**config.mk**
```make
export PLATFORM = sky130hd
export DESIGN_NAME = sb_line_drive
export DESIGN_NICKNAME = d
export VERILOG_FILES = /design/src/rtl/sb_line_drive.sv
export SDC_FILE = /design/constraint.sdc
export NUM_CORES = 1
export LEC_CHECK = 0
export ABC_CLOCK_PERIOD_IN_PS = 3000
export CAP_MARGIN = 20
export CORE_MARGIN = 5
export CORE_UTILIZATION = 45
export DETAILED_ROUTE_END_ITERATION = 10
export PLACE_DENSITY = 0.73
export SLEW_MARGIN = 20
export SYNTH_ARGS = -nofsm -noshare
export SYNTH_HDL_FRONTEND = slang
export SYNTH_SLANG_ARGS = --single-unit
export TNS_END_PERCENT = 10
```
**constraint.sdc**
```tcl
create_clock -name clk_50 -period 3 [get_ports clk_50]
set_input_delay 0.6 -clock clk_50 [delete_from_list [all_inputs] [get_ports clk_50]]
set_output_delay 0.6 -clock clk_50 [all_outputs]
set_load 0.05 [all_outputs]
```
**src/rtl/sb_line_drive.sv**
```systemverilog
// Line-following motor driver: debounces the sensor bar, classifies the line position
// and runs a steering FSM that produces registered PWM/direction commands per wheel.
`timescale 1ns/1ps

module sb_line_drive #(
    parameter int N_SENS    = 3,
    parameter int PWM_W     = 8,
    parameter int DUTY_FWD  = 200,
    parameter int DUTY_TURN = 120,
    parameter int DEB_CYC   = 4,
    parameter int LOST_CYC  = 1000
) (
    input  logic              clk_50,
    input  logic              reset,
    input  logic              enable,
    input  logic [N_SENS-1:0] sensor,
    output logic              l_pwm,
    output logic              r_pwm,
    output logic              l_dir,
    output logic              r_dir,
    output logic [2:0]        turn,
    output logic              motor_stopped,
    output logic              node_pulse,
    output logic              lost
);

    localparam int M       = (N_SENS - 1) / 2;
    localparam int PWM_MAX = (1 << PWM_W) - 1;
    localparam int DEB_W   = $clog2(DEB_CYC + 1);
    localparam int CNT_W   = (LOST_CYC > 1) ? $clog2(LOST_CYC) : 1;

    localparam logic [PWM_W-1:0] FWD_DUTY  = PWM_W'((DUTY_FWD  > PWM_MAX) ? PWM_MAX : DUTY_FWD);
    localparam logic [PWM_W-1:0] TURN_DUTY = PWM_W'((DUTY_TURN > PWM_MAX) ? PWM_MAX : DUTY_TURN);

    typedef enum logic [2:0] {
        S_STOP   = 3'b000,
        S_FWD    = 3'b001,
        S_LEFT   = 3'b010,
        S_RIGHT  = 3'b011,
        S_SEARCH = 3'b100,
        S_LOST   = 3'b101,
        S_NODE   = 3'b110
    } state_t;

    typedef enum logic [2:0] {
        C_NONE,
        C_FWD,
        C_LEFT,
        C_RIGHT,
        C_NODE
    } cls_t;

    logic [N_SENS-1:0] raw_q;
    logic [N_SENS-1:0] filt;
    logic [DEB_W-1:0]  deb_cnt;
    logic [DEB_W-1:0]  deb_held;

    state_t            state;
    state_t            next_state;
    state_t            target;
    cls_t              cls;
    logic              left_any;
    logic              right_any;
    logic [CNT_W-1:0]  search_cnt;
    logic              armed;
    logic              last_right;

    logic [PWM_W-1:0]  pwm_cnt;
    logic [PWM_W-1:0]  pwm_next;
    logic [PWM_W-1:0]  l_duty;
    logic [PWM_W-1:0]  r_duty;
    logic              l_dir_n;
    logic              r_dir_n;

    // Length of the current run of identical raw samples, counting this edge.
    always_comb begin
        if (sensor != raw_q)
            deb_held = DEB_W'(1);
        else if (deb_cnt == DEB_W'(DEB_CYC))
            deb_held = deb_cnt;
        else
            deb_held = deb_cnt + DEB_W'(1);
    end

    always_ff @(posedge clk_50 or negedge reset) begin
        if (!reset) begin
            raw_q   <= '0;
            deb_cnt <= '0;
            filt    <= '0;
        end else begin
            raw_q   <= sensor;
            deb_cnt <= deb_held;
            if (deb_held == DEB_W'(DEB_CYC))
                filt <= sensor;
        end
    end

    always_comb begin
        left_any  = 1'b0;
        right_any = 1'b0;
        for (int i = 0; i < N_SENS; i++) begin
            if (i > M) left_any  = left_any  | filt[i];
            if (i < M) right_any = right_any | filt[i];
        end
        if (&filt)
            cls = C_NODE;
        else if (filt == '0)
            cls = C_NONE;
        else if (left_any && !right_any)
            cls = C_LEFT;
        else if (right_any && !left_any)
            cls = C_RIGHT;
        else
            cls = C_FWD;
    end

    // A node only counts once until the bar has seen something other than all-ones.
    always_comb begin
        case (cls)
            C_NODE:  target = armed ? S_NODE : S_FWD;
            C_LEFT:  target = S_LEFT;
            C_RIGHT: target = S_RIGHT;
            C_NONE:  target = S_SEARCH;
            default: target = S_FWD;
        endcase

        next_state = state;
        case (state)
            S_STOP:                 next_state = target;
            S_FWD, S_LEFT, S_RIGHT: next_state = target;
            S_NODE:                 next_state = S_FWD;
            S_SEARCH: begin
                if (cls != C_NONE)
                    next_state = target;
                else if (search_cnt == CNT_W'(LOST_CYC - 1))
                    next_state = S_LOST;
            end
            S_LOST: begin
                if (cls != C_NONE)
                    next_state = S_FWD;
            end
            default:                next_state = S_STOP;
        endcase

        if (!enable)
            next_state = S_STOP;
    end

    // Search pivots toward the side the line was last seen on; inner wheel reverses.
    always_comb begin
        l_duty  = '0;
        r_duty  = '0;
        l_dir_n = 1'b1;
        r_dir_n = 1'b1;
        case (next_state)
            S_FWD, S_NODE: begin
                l_duty = FWD_DUTY;
                r_duty = FWD_DUTY;
            end
            S_LEFT:  r_duty = TURN_DUTY;
            S_RIGHT: l_duty = TURN_DUTY;
            S_SEARCH: begin
                l_duty  = TURN_DUTY;
                r_duty  = TURN_DUTY;
                l_dir_n = last_right;
                r_dir_n = !last_right;
            end
            default: ;
        endcase
    end

    assign pwm_next = pwm_cnt + PWM_W'(1);

    always_ff @(posedge clk_50 or negedge reset) begin
        if (!reset) begin
            state         <= S_STOP;
            search_cnt    <= '0;
            armed         <= 1'b1;
            last_right    <= 1'b0;
            pwm_cnt       <= '0;
            turn          <= 3'b000;
            motor_stopped <= 1'b1;
            l_pwm         <= 1'b0;
            r_pwm         <= 1'b0;
            l_dir         <= 1'b1;
            r_dir         <= 1'b1;
            node_pulse    <= 1'b0;
            lost          <= 1'b0;
        end else begin
            state      <= next_state;
            search_cnt <= (state == S_SEARCH && next_state == S_SEARCH) ?
                          search_cnt + CNT_W'(1) : '0;

            if (next_state == S_NODE)
                armed <= 1'b0;
            else if (cls != C_NODE)
                armed <= 1'b1;

            if (next_state == S_LEFT)
                last_right <= 1'b0;
            else if (next_state == S_RIGHT)
                last_right <= 1'b1;

            pwm_cnt       <= pwm_next;
            turn          <= next_state;
            motor_stopped <= (next_state == S_STOP);
            l_pwm         <= (pwm_next < l_duty);
            r_pwm         <= (pwm_next < r_duty);
            l_dir         <= l_dir_n;
            r_dir         <= r_dir_n;
            node_pulse    <= (next_state == S_NODE);
            lost          <= (next_state == S_LOST);
        end
    end

endmodule

```
After elaboration in Yosys (flattened, before gate mapping):

Cells that the tools add are included.

* bitwise logic cells: 0
* add/sub/neg operators: 3
* multipliers: 0
* div/mod/pow operators: 0
* equality and inequality tests: 20
* multiplexer cells: 22
* order comparisons: 2
* reductions and logical operators: 18
* shift operators: 0

Operator list (count)
* case mux 8 bit (2 select lines): 2
* equality test 3 bit (second input constant): 9
* 2-to-1 mux 3 bit: 8
* case mux 3 bit (4 select lines): 2
* equality test 3 x 2 -> 1 bit (second input constant): 6
* less-than comparator 8 bit: 2
* logical NOT 3 bit: 4
* adder 10 x 1 -> 10 bit (second input constant): 1
* equality test 10 bit (second input constant): 1
* 2-to-1 mux 10 bit: 1
* adder 8 x 1 -> 8 bit (second input constant): 1
* equality test 3 x 1 -> 1 bit (second input constant): 2
* 2-to-1 mux 1 bit: 6
* 2-to-1 mux 2 bit: 3
* OR reduction 2 bit: 3
* nonzero test 2 bit: 2
* OR reduction 4 bit: 1
* adder 3 x 1 -> 3 bit (second input constant): 1
* logical AND 1 bit: 3
* logical NOT 1 bit: 3
* != test 3 bit: 1
* != test 3 bit (second input constant): 1
* AND reduction 3 bit: 1
* nonzero test 3 bit: 1

* memories kept: 0
* memory bits (read-only): 0
* word-level logic and storage cells: 80
* register bits: 39
* RAM bits: 0
* input port bits: 6
* output and inout bits: 10
* bits in latches: 0

Depth between registers and ports, before layout:

Gate-level depths: netlist (run 1).

* depth in word-level cells: 15
* gate-level depth with buffers: 14

Least setup slack after synthesis (run 1):

No wires, ideal clock.

* path type: reg2reg
* from: register filt[0]
* to: register r_pwm
* cell stages (with the launch flop): 14
* path buffers: 0
* path slack: 0.272 ns
* arrival time: 2.634 ns
* path through: dfrtp_1 > inv_1 > ha_1 > nand2b_1 > o21ai_0 > a221o_2 > nor3_1 > a21o_1 > nand2_1 > ha_1 > a21o_1 > a21oi_1 > nor2b_1 > a211oi_1

* cells in the longest elaborated chain, start to end: 14

RTL lines
* from (decl): RTL line 54 `logic [N_SENS-1:0] filt;`
* from (signal assigned): RTL line 94 `filt <= sensor;`
* logical AND 1 bit / logical NOT 1 bit (equally long branches): RTL line 111, 109
* 2-to-1 mux 2 bit / logical AND 1 bit (equally long branches): RTL line 111, 109
* 2-to-1 mux 2 bit: RTL line 109 `else if (left_any && !right_any)`
* 2-to-1 mux 2 bit: RTL line 107 `else if (filt == '0)`
* 2-to-1 mux 3 bit *: RTL line 105 `if (&filt)`
* equality test 3 x 2 -> 1 bit, or another cell as far along: RTL line 119 `case (cls)`
* case mux 3 bit (4 select lines): RTL line 119
* 2-to-1 mux 3 bit: RTL line 133 `if (cls != C_NONE)`
* case mux 3 bit (4 select lines) *: RTL line 128 `case (state)`
* 2-to-1 mux 3 bit *: RTL line 145 `if (!enable)`
* equality test 3 bit, or another cell as far along: RTL line 155 `case (next_state)`
* OR reduction 2 bit, on equally long branches
* case mux 8 bit (2 select lines) *: RTL line 155
* less-than comparator 8 bit *: RTL line 208 `r_pwm <= (pwm_next < r_duty);`
* to (signal assigned): RTL line 208
* to (decl): RTL line 18 `output logic r_pwm,`

Mark *: on every way between the ends. The rest lies on a longest branch, timed or not.
A chain may end at the register's enable or synchronous reset.

Worst setup path after layout (run 1):

Ends and elaborated chain as after synthesis.

==> results of run 1 <==
state kept, by name (all words and copies together) (netlist names):
| signal | count |
|---|---|
| raw_q | 3 |
| r_pwm | 1 |
| pwm_cnt | 8 |
| l_dir | 1 |
| l_pwm | 1 |
| r_dir | 1 |
| lost | 1 |
| state | 3 |
| last_right | 1 |
| filt | 3 |
| node_pulse | 1 |
| armed | 1 |
| search_cnt | 10 |
| deb_cnt | 3 |
| motor_stopped | 1 |
per-stage QoR:
step                area [um2]  total power [W]  hold slack [ps]
global placement          2280          0.00122              414
finish                    2360          0.00154              412
CTS                       2360          0.00156              420
detailed placement        2280          0.00122              411
floorplan                 2050          0.00105              304
global route              2360          0.00165              436
power by group:
part | total [W] | leakage, nW | internal [W] | switching, W
clock | 0.000329 | 0.0395 | 0.000165 | 0.000165
combinational | 0.000591 | 0.494 | 0.000234 | 0.000357
sequential | 0.000624 | 0.485 | 0.000582 | 0.0000415
total | 0.00154 | 1.02 | 0.000982 | 0.000563
layout make-up:
| type | instances | share of cell area |
|---|---|---|
| inverters | 7 | 0.0111 |
| repair buffers | 20 | 0.0773 |
| multi-input cells | 150 | 0.435 |
| flip-flops and latches | 39 | 0.415 |
| well taps | 52 | 0.0275 |
| clock buffers | 8 | 0.0339 |
worst register-to-register path, stage by stage (launching register included):
cell      delay, ps
dfrtp_1         340
inv_1            60
ha_1            300
nand2b_1        120
o21ai_0         140
a221o_2         470
nor3_2          230
a21o_1          110
nand2_1          70
ha_1            310
a21o_1          160
a21oi_1         130
nor2b_1          60
a211oi_1        190
cells in the mapped netlist, types with 2 or more instances:
library cell	instances
dfrtp_1	35
nor2_1	29
nand2_1	15
ha_1	14
nand3_1	12
xnor2_1	12
inv_1	7
o21ai_0	7
xor2_1	7
a21oi_1	5
nor3_1	5
a21o_1	4
dfstp_2	4
o21a_1	4
and2_1	3
and3_1	3
nand4_1	3
a211oi_1	2
and4_1	2
mux2_2	2
nor2b_1	2
or3_1	2
cells by family (layout without fill, tap and decap cells):
logic type	after synthesis	count (layout)	synth area share
muxes	2	2	0.0110
buffers and inverters	9	35	0.0220
DFF	39	39	0.479
adders and majority gates	14	14	0.0855
and+or+nand+nor	85	85	0.211
AOI/OAI and AO/OA	30	30	0.110
xor gates and xnor gates	19	19	0.0812
routing by layer:
| metal | up-vias | GRT usage | wire length, um |
|---|---|---|---|
| met5 | - | 0 | 0 |
| met1 | 673 | 0.166 | 1610 |
| met2 | 18 | 0.217 | 1800 |
| met4 | 0 | 0.0447 | 53 |
| met3 | 6 | 0.0324 | 113 |
| li1 | 732 | - | - |
worst min path at each step:
stage / start / end / slack [ps] / cells past startpoint
after global routing: last_right / r_dir / 440 / 1
after floorplan: reset / deb_cnt[0] / 300 / 0
after global placement: last_right / r_dir / 410 / 1
final: reset / search_cnt[1] / 410 / 1
after detailed placement: last_right / r_dir / 410 / 1
after CTS: last_right / r_dir / 420 / 1
repair_timing:
item	4_1_cts	5_1_grt
setup endpoints to repair	0	1
gates resized for setup	0	1
setup buffers	0	0
hold endpoints to repair	0	0
hold buffers	0	0
==> impl_metrics.tcl, run 1 <==
set metrics [dict create \
    status "complete, no violations" \
    min_path_type "input pin to async pin" \
    grt_max_degree 40 \
    stdcell_count 276 \
    critical_path_class "register to register" \
    rr_worst_depth 13 \
    final_cell_mix "dfrtp_1 (35), nor2_1 (29), nand2_1 (15)" \
    firstDrtPassIters 4 \
    finalSetupViolations 0 \
    ff_latch_area_um2 981 \
    vias 1429 \
    grt_usage 0.131 \
    antenna_cells 0 \
    syn_area_per_cell_um2 10.3 \
    die_area_um2 6000 \
    hold_viol 0 \
    grt_pass1_wl_um 6470 \
    worstSetupEndpointType "register" \
    pre_cts_ws_ps 144 \
    core_um2 4380 \
    fmax_mhz 360 \
    crit_start "filt[0]" \
    setup_ws_ps 219 \
    syn_area_um2 2050 \
    syn_inst 198 \
    maxCapViolations 0 \
    hpwlAfterDp_um 2730 \
    viasPerCell 5.18 \
    ys_warn_count 0 \
    start_util 0.467 \
    reg2reg_from "filt[0]" \
    tightest_slew_ps 833 \
    yosysUniqueCellTypes 41 \
    leakagePower_nw 1.02 \
    h-tree-depth 2 \
    cts_buffers 5 \
    cts_tree "built" \
    synth_top_area_cell "dfrtp_1" \
    areaGrowthSynthToFinish_pct 15.3 \
    num_io_pins 16 \
    crit_slowest_cell "a221o_2" \
    critical_path_depth 13 \
    die_w_um 77.5 \
    period_share 0.927 \
    final_common_cell "dfrtp_1" \
    path_cells "inv_1 > ha_1 > nand2b_1 > o21ai_0 > a221o_2 > nor3_2 > a21o_1 > nand2_1 > ha_1 > a21o_1 > a21oi_1 > nor2b_1 > a211oi_1" \
    relSlewSlack 0.444 \
    placed_cells 268 \
    first_iter_violations 66 \
    multi_input_area_um2 1030 \
    grt_overflow 0 \
    path_buf_inv 1 \
    antenna_found_initial 0 \
    ys_top_cells_by_area "dfrtp_1 (43%), ha_1 (8.6%), nor2_1 (5.3%)" \
    yosys.area.top_type_share 0.428 \
    ys_ff_latch 39 \
    clk_pin_slew_worst_paths_ps 80 \
    path_delay_family "compound AO/OA/AOI/OAI gates" \
    grt_setup_unrepaired "no" \
    arrival_ps 2960 \
    ys_seq_area_frac 0.479 \
    clock-sinks 39 \
    layout_min_cycle_time_ps 2780 \
    clk_latency_ps 290 \
    async_flop_share 1.00 \
    synth_nets 218 \
    die_h_um 77.5 \
    nFillCells 394 \
    totalWireLength_um 3570 \
    postRouteAntennaNets 0 \
    fin_util 0.539 \
    maxSlewViolCount 0 \
    synth-main-ff-cell "dfrtp_1" \
    synth-edff-count 0 \
    r2r_slack_ps 220 \
    endpoint "r_pwm" \
    timing.rr.end "r_pwm" \
    portBuffers 15 \
    grt_pass1_vias 1470 \
    worstPathRequired_ps 3180 \
    drc 0 \
    final_nets 243 \
    setup_tns_ps 0 \
    cts_root_buffer "clkbuf_8" \
    clockBufferDepth 2 \
    drt-wirelength-per-cell_um 12.9 \
    rows 24 \
    ir_worst_vdd_mv 0.549 \
    drive_above_1_share 0.134 \
    start_kind "register" \
    finalWeightedCongestion 0.821 \
    clock_skew_ps 11.0 \
    cpPeakStageDelay_ps 470 \
    power.density_nw_per_um2 654 \
    path_max_fanout 6 \
]
Power figures use the tool's default switching activity.
==> run 2, diff against run 1 <==
--- a/config.mk
+++ b/config.mk
@@ -11,7 +11,7 @@
 export CORE_UTILIZATION = 45
 export DETAILED_ROUTE_END_ITERATION = 10
 export PLACE_DENSITY = 0.73
-export SLEW_MARGIN = 20
+export SLEW_MARGIN = 40
 export SYNTH_ARGS = -nofsm -noshare
 export SYNTH_HDL_FRONTEND = slang
 export SYNTH_SLANG_ARGS = --single-unit
==> run 2 against run 1 <==
  * Final cell count stayed put
  * Combinational power hardly changed
  * Die area did not move
  * Highest routed layer unchanged
==> impl_metrics.tcl, run 2 (synthesis gave the netlist of run 1 again) <==
set metrics [dict create \
    drc 0 \
    die_area_um2 6000 \
    h-tree-depth 2 \
    final_common_cell "dfrtp_1" \
    path_max_fanout 6 \
    final_nets 243 \
    largest_register_ff_count 10 \
    maxCapViolations 0 \
    cts_tree "built" \
    viasPerCell 5.23 \
    min_path_type "input pin to async pin" \
    grt_setup_unrepaired "no" \
    antenna_found_initial 0 \
    clock_skew_ps 5.08 \
    clk_pin_slew_worst_paths_ps 70 \
    grt_max_degree 40 \
    die_w_um 77.5 \
    hold_viol 0 \
    areaGrowthSynthToFinish_pct 16.4 \
    ctsHoldBuffers 0 \
    path_cells "inv_1 > ha_1 > nand2b_1 > o21ai_0 > a221o_2 > nor3_2 > a21o_1 > nand2_1 > ha_1 > a21o_1 > a21oi_1 > nor2b_1 > a211oi_1" \
    first_iter_violations 54 \
    grt_pass1_wl_um 6500 \
    portBuffers 15 \
    num_io_pins 16 \
    postRouteAntennaNets 0 \
    final_cell_mix "dfrtp_1 (35), nor2_1 (29), nand2_1 (15)" \
    firstDrtPassIters 4 \
    clock-sinks 39 \
    fmax_mhz 360 \
    ir_worst_vdd_mv 0.552 \
    totalWireLength_um 3580 \
    totalPowerFinal_w 0.00159 \
    stdcell_area_um2 2380 \
    regMostFlops "search_cnt" \
    rows 24 \
    period_share 0.926 \
    core_um2 4380 \
    setup_tns_ps 0 \
    arrival_ps 2960 \
    finalWeightedCongestion 0.821 \
    tightest_slew_ps 519 \
    clockBufferDepth 2 \
    hpwlAfterDp_um 2730 \
    power.density_nw_per_um2 668 \
    cts_buffers 5 \
    nFillCells 390 \
    drive_above_1_share 0.143 \
    start_kind "register" \
    relSlewSlack 0.651 \
    grt_usage 0.131 \
    layout_min_cycle_time_ps 2780 \
    cpPeakStageDelay_ps 470 \
    maxSlewViolCount 0 \
    clk_latency_ps 280 \
    dpl_cell_area_um2 2280 \
    die_h_um 77.5 \
    crit_slowest_cell "a221o_2" \
    status "complete, no violations" \
    antenna_cells 0 \
    grt_overflow 0 \
    leakagePower_nw 1.03 \
    grt_pass1_vias 1481 \
    critical_path_class "register to register" \
    drt-wirelength-per-cell_um 13.0 \
    worstPathRequired_ps 3180 \
    finalSetupViolations 0 \
    top_regs "search_cnt: 10 flops, pwm_cnt: 8 flops" \
    start_util 0.467 \
    worstSetupEndpointType "register" \
    vias 1443 \
    cts_root_buffer "clkbuf_8" \
]
-- run 2: cell counts in the layout (fill, tap and decap cells not counted) --
No cell type changed its count.
-- run 2: final timing paths --
path	cells after the start	end	slack [ps]	startpoint
min	1	pwm_cnt[0]	270	reset
min reg2reg	1	r_dir	420	last_right
max	13	r_pwm	220	filt[0]
max reg2reg	13	r_pwm	220	filt[0]
max in group asynchronous	1	motor_stopped	2370	reset
min in group clk_50	1	r_dir	420	last_right
-- run 2: report_power, final --
part / internal (W) / switching (W) / total, W
clock network: 0.000210 / 0.000167 / 0.000377
logic: 0.000235 / 0.000357 / 0.000592
registers: 0.000582 / 0.0000409 / 0.000623
total: 0.00103 / 0.000566 / 0.00159
-- run 2: worst max-delay path, delay by kind of cell, from the launching register on --
family | cells | cell delay [ps]
AO/OA/AOI/OAI | 6 | 1200
adder cells (fa/ha/maj) | 2 | 610
AND/OR/NAND/NOR | 4 | 480
flip-flops | 1 | 350
buffers and inverters | 1 | 60
-- run 2: final cells by class --
class,count,area (um2),share of cell area
timing repair buffer,20,185,0.0776
tap,52,65.1,0.0273
sequential,39,981,0.411
inverter,7,26.3,0.0110
multi-input combinational,150,1030,0.431
clock buffer,8,100,0.0420
-- run 2: per-layer routing --
metal / GRT usage / up-vias / share of wire
met1: 0.166 / 684 / 0.45
met4: 0.0344 / 0 / 0.0075
li1: - / 732 / -
met5: 0 / - / 0
met3: 0.0324 / 5 / 0.028
met2: 0.221 / 22 / 0.51
-- run 2: through the flow --
step                utilization  cells  hold slack (ps)  setup WS [ps]
finish                    0.544    276              271            222
global route              0.544    276              310           25.1
CTS                       0.543    276              286            131
detailed placement        0.520    268              411            144
global placement          0.519    268              414            297
floorplan                     -    198              304            272
-- run 2: timing repair --
action | CTS | global route
buffers inserted | 0 | 0
endpoints found under the setup margin | 0 | 1
gates resized for setup | 0 | 1
